--- src/rtl/input_conditioner_pkg.sv ---
// input_conditioner_pkg: shared button indices, sizes and debounce default used with the PIA
package input_conditioner_pkg;
  localparam int unsigned DEBOUNCE_BITS_DEFAULT = 16;
  localparam int unsigned NUM_BTN = 7;
  localparam int unsigned NUM_SW = 4;
  typedef enum int unsigned {
    BTN_RESET  = 0,
    BTN_FIRE   = 1,
    BTN_SELECT = 2,
    BTN_UP     = 3,
    BTN_DOWN   = 4,
    BTN_LEFT   = 5,
    BTN_RIGHT  = 6
  } btn_idx_e;
  // Active-low levels for an opposing direction pair; both pressed reads as neither pressed
  function automatic logic [1:0] socd_pair(input logic [1:0] pressed);
    return (&pressed) ? 2'b11 : ~pressed;
  endfunction
endpackage

--- src/rtl/debounce.sv ---
// debounce: 2-flop synchronizer, saturating hold counter, stable level and rise pulse for one raw bit
module debounce #(
  parameter int unsigned DEBOUNCE_BITS = 16
) (
  input  logic clk_i,
  input  logic rst_ni,
  input  logic raw_i,
  output logic stable_nxt_o,
  output logic rise_o
);
  logic [1:0] sync_q, sync_d;
  logic stable_q, stable_d;
  logic [DEBOUNCE_BITS-1:0] cnt_q, cnt_d;
  logic diff, full;
  // Count consecutive cycles the synchronized level disagrees with the stable one; accept on the last count
  always_comb begin
    sync_d = {sync_q[0], raw_i};
    diff = sync_q[1] != stable_q;
    full = &cnt_q;
    stable_d = (diff && full) ? sync_q[1] : stable_q;
    cnt_d = (diff && !full) ? cnt_q + DEBOUNCE_BITS'(1) : '0;
  end
  // State registers; reset discards any partial count
  always_ff @(posedge clk_i or negedge rst_ni) begin
    if (!rst_ni) begin
      sync_q <= '0;
      stable_q <= 1'b0;
      cnt_q <= '0;
    end else begin
      sync_q <= sync_d;
      stable_q <= stable_d;
      cnt_q <= cnt_d;
    end
  end
  assign stable_nxt_o = stable_d;
  assign rise_o = stable_d & ~stable_q;
endmodule

--- src/rtl/input_conditioner.sv ---
// input_conditioner: debounces board buttons and console switches, applies SOCD, inversion and switch toggling
module input_conditioner
  import input_conditioner_pkg::*;
#(
  parameter int unsigned DEBOUNCE_BITS = DEBOUNCE_BITS_DEFAULT
) (
  input  logic               clk_i,
  input  logic               rst_ni,
  input  logic [NUM_BTN-1:0] btn_raw_i,
  input  logic [NUM_SW-1:0]  sw_raw_i,
  output logic [NUM_BTN-1:0] buttons_o,
  output logic [NUM_SW-1:0]  sw_o,
  output logic [NUM_BTN-1:0] press_o
);
  localparam int unsigned NUM_BITS = NUM_BTN + NUM_SW;
  logic [NUM_BITS-1:0] raw, stable_nxt, rise;
  logic [NUM_BTN-1:0] buttons_q, buttons_d, press_q, press_d;
  logic [NUM_SW-1:0] sw_q, sw_d;
  logic unused_sw_level;
  assign raw = {sw_raw_i, btn_raw_i};
  assign unused_sw_level = ^stable_nxt[NUM_BITS-1:NUM_BTN];
  genvar g;
  for (g = 0; g < NUM_BITS; g++) begin : g_db
    debounce #(.DEBOUNCE_BITS(DEBOUNCE_BITS)) u_db (
      .clk_i       (clk_i),
      .rst_ni      (rst_ni),
      .raw_i       (raw[g]),
      .stable_nxt_o(stable_nxt[g]),
      .rise_o      (rise[g])
    );
  end
  // Next outputs from next stable levels so every output moves on the edge the stable level moves
  always_comb begin
    buttons_d = ~stable_nxt[NUM_BTN-1:0];
    buttons_d[BTN_DOWN:BTN_UP] = socd_pair(stable_nxt[BTN_DOWN:BTN_UP]);
    buttons_d[BTN_RIGHT:BTN_LEFT] = socd_pair(stable_nxt[BTN_RIGHT:BTN_LEFT]);
    press_d = rise[NUM_BTN-1:0];
    sw_d = sw_q ^ rise[NUM_BITS-1:NUM_BTN];
  end
  // Output registers
  always_ff @(posedge clk_i or negedge rst_ni) begin
    if (!rst_ni) begin
      buttons_q <= '1;
      press_q <= '0;
      sw_q <= '0;
    end else begin
      buttons_q <= buttons_d;
      press_q <= press_d;
      sw_q <= sw_d;
    end
  end
  assign buttons_o = buttons_q;
  assign press_o = press_q;
  assign sw_o = sw_q;
endmodule

--- config.mk ---
export PLATFORM = sky130hd
export DESIGN_NAME = input_conditioner
export DESIGN_NICKNAME = d
export VERILOG_FILES = /design/src/rtl/input_conditioner_pkg.sv /design/src/rtl/debounce.sv /design/src/rtl/input_conditioner.sv
export SDC_FILE = /design/constraint.sdc
export NUM_CORES = 1
export LEC_CHECK = 0
export BUFFER_PORTS_ARGS = -buffer_cell sky130_fd_sc_hd__buf_2
export CAP_MARGIN = 25
export CELL_PAD_IN_SITES_DETAIL_PLACEMENT = 1
export CELL_PAD_IN_SITES_GLOBAL_PLACEMENT = 1
export CORE_MARGIN = 2
export CORE_UTILIZATION = 54
export CTS_BUF_LIST = sky130_fd_sc_hd__clkbuf_4 sky130_fd_sc_hd__clkbuf_8 sky130_fd_sc_hd__clkbuf_16
export CTS_CLUSTER_SIZE = 12
export DETAILED_ROUTE_END_ITERATION = 8
export PLACE_DENSITY_LB_ADDON = 0.1
export SETUP_SLACK_MARGIN = 0.5
export SYNTH_ARGS = -nofsm -noshare
export SYNTH_HDL_FRONTEND = slang
export SYNTH_HIERARCHICAL = 1
export SYNTH_SLANG_ARGS = --single-unit
export TNS_END_PERCENT = 1
--- constraint.sdc ---
create_clock -name clk_i -period 4 [get_ports clk_i]
set_input_delay 0.2 -clock clk_i [delete_from_list [all_inputs] [get_ports clk_i]]
set_output_delay 0.2 -clock clk_i [all_outputs]
set_load 0.02 [all_outputs]
==> out/results.ini <==
[status]
outcome=finished clean

[power]
p_int_mw=3.76
powerDensity_mw_per_mm2=410
power_frac_comb_pct=3.3
leakage_nw=4.86
pwr-share-seq_pct=49.6
vdd_drop_max_mv=0.388
net-switching-power_mw=1.05
p_clk_share_pct=47.2
power_mw=4.81
p_sw_share_pct=21.8

[sta]
max_freq_ghz=0.495
fin_crit_sh_pct=50.5
worst_slack_ps=1980
setup_viol_count_final=0
maxSlewHeadroom_pct=33.3
period_needed_ps=2020
rsz0062_at_grt=false
finalMaxSlewViolations=0
hold_viol_final=0
worst_pin_slew_ps=1000
fin_hold_ws_ps=326
tns_ps=0
finClkSkew_ps=15.8

[final_layout]
nNetsFinal=1048
fin_cells=1302
diodes=0
syn_to_final_growth_pct=12.8
final_util_pct=62.3
final_area_mm2=0.0117
layout_commonest_cell=dfrtp_1
fillers=2000
layout_common_cells=220 x dfrtp_1, 198 x nor2_1, 132 x xnor2_1
final_layout_size_suffix_gt1_share_pct=13.3

[synthesis]
synthSimpleGateAreaFrac_pct=26.0
syn-cell-area_mm2=0.0104
synth_top_area_share_pct=52.9
synth_top_family_by_area=simple AND/OR/NAND/NOR gates
avgSynthCellArea_um2=10.8
syn_inst=964
synth_compound_area_share_pct=0
ys_seq_area_share_pct=54.7
syn_nets=988
synth_xor_area_share_pct=14.2
synthMuxAreaShare_pct=1.59
yosysTopAreaCell=dfrtp_1
ys_top_cells_by_area=dfrtp_1 53%, xnor2_1 11%, nor2_1 7.1%
yosys.area_share.adder_pct=1.32
ys_seq_elements=227
ys_types=20
yosys_warnings=6

[cts]
clockBufferDepth=3
tritoncts=yes
cts_buffers=25
root_buffer=clkbuf_16
h-tree-depth=1
post-cts-setup-buffers=0
clock_latency_ps=510
cts.sinks=227
clk_pin_slew_ps=60

[die]
rows=50
die-area_mm2=0.0204
die_h_um=143
start_util_pct=55.2
boundaryPins=31
coreArea_mm2=0.0188
die_width_um=143

[drt]
ant_nets=0
viasPerCell=5.38
wl_per_cell_um=15.9
drtIter0Drc=196
drtPass1Iterations=4
drc=0
vias=7003
routed_wl_um=20800

[placement]
io_buffers=30
placed_cell_area_mm2=0.0108
pre_cts_slack_ps=1970
dp_hpwl_um=13400
dp_cells=1245
gp_congestion=0.773

[global_route]
grt_max_degree=135
grt_antenna_before_repair=0
grt_pass1_wl_um=36300
grt_pass1_vias=7524
track_usage_pct=21.6
overflow=0

[min_path]
hp-class=input port to flip-flop

[setup_path]
worstPathMaxFanout=6
critPathLaunchType=flip-flop
worstPathArrival_ps=2450
required_ps=4430
cp_slowest_cell=or4_4
path_delay_family=simple AND/OR/NAND/NOR gates
path_buf_inv=0
crit_chain=ha_1 > nand4_4 > or4_4 > mux2_4 > nand2b_1
crit_type=flip-flop to flip-flop
endpoint_kind=flip-flop
critical_path.max_stage_delay_ps=610

[flow_run]
maxCapViolCount=0

kinds of logic (layout without fill, tap and decap cells):
group | after synthesis | after routing
and+or+nand+nor | 510 | 510
adders and majority gates | 11 | 11
muxes | 11 | 11
buffers and inverters | 36 | 114
xor gates and xnor gates | 169 | 169
DFF | 227 | 227
power groups by stage:
stage	registers, mW	clock network [mW]	logic (mW)
floorplan	2.41	0	0.0862
global placement	2.42	0	0.151
detailed placement	2.42	0	0.152
CTS	2.38	2.32	0.164
global route	2.39	2.40	0.182
finish	2.38	2.27	0.157
synth_stat cells:
cell,n
nand2b_1,4
dfstp_2,7
nand2_4,11
dfrtp_1,220
nor4_1,33
nand2_1,55
inv_1,25
nand3_1,66
buf_6,11
and3_2,11
nor2_1,198
ha_1,11
nor3b_1,11
nand4_1,44
mux2_4,11
nor3_1,55
or4_4,11
xor2_1,37
nand4_4,11
xnor2_1,132
final cells by class:
type | instances | area, um2 | share of cell area (%)
clock buffers | 39 | 762 | 6.50
clock inverters | 6 | 57.6 | 0.491
inverters | 25 | 93.8 | 0.800
multi-input cells | 701 | 4490 | 38.3
flip-flops and latches | 227 | 5690 | 48.5
well taps | 260 | 325 | 2.77
repair buffers | 44 | 308 | 2.62
timing repair:
item,4_1_cts,5_1_grt
hold buffers,12,0
endpoints found under the hold margin,138,0
gates resized for setup,0,0
registers in the layout, summed over array words and instances (netlist names):
register / count
g_db.u_db/stable_q: 11
press_o: 7
sw_o: 4
g_db.u_db/cnt_q: 176
buttons_o: 7
g_db.u_db/sync_q: 22
routing by layer:
| metal | track usage (%) | wire (um) | up-vias |
|---|---|---|---|
| met5 | 0 | 0 | - |
| met4 | 4.06 | 291 | 0 |
| li1 | - | - | 3398 |
| met3 | 3.25 | 536 | 27 |
| met2 | 37.4 | 10200 | 59 |
| met1 | 29.2 | 9720 | 3519 |
worst paths after layout:
| kind | cells past startpoint | endpoint | startpoint | slack (ps) |
|---|---|---|---|---|
| min reg2reg | 0 | g_db[3].u_db/sync_q[1]$_DFF_PN0_ | g_db[3].u_db/sync_q[0]$_DFF_PN0_ | 350 |
| min in group asynchronous | 2 | g_db[6].u_db/cnt_q[4]$_DFF_PN0_ | rst_ni | 350 |
| max reg2reg | 5 | buttons_o[6]$_DFF_PN1_ | g_db[5].u_db/cnt_q[0]$_DFF_PN0_ | 1980 |
| max in group asynchronous | 3 | buttons_o[5]$_DFF_PN1_ | rst_ni | 2700 |
| min | 2 | g_db[9].u_db/sync_q[0]$_DFF_PN0_ | sw_raw_i[2] | 330 |
| max | 5 | buttons_o[6]$_DFF_PN1_ | g_db[5].u_db/cnt_q[0]$_DFF_PN0_ | 1980 |
(Power assumes the default switching activity.)
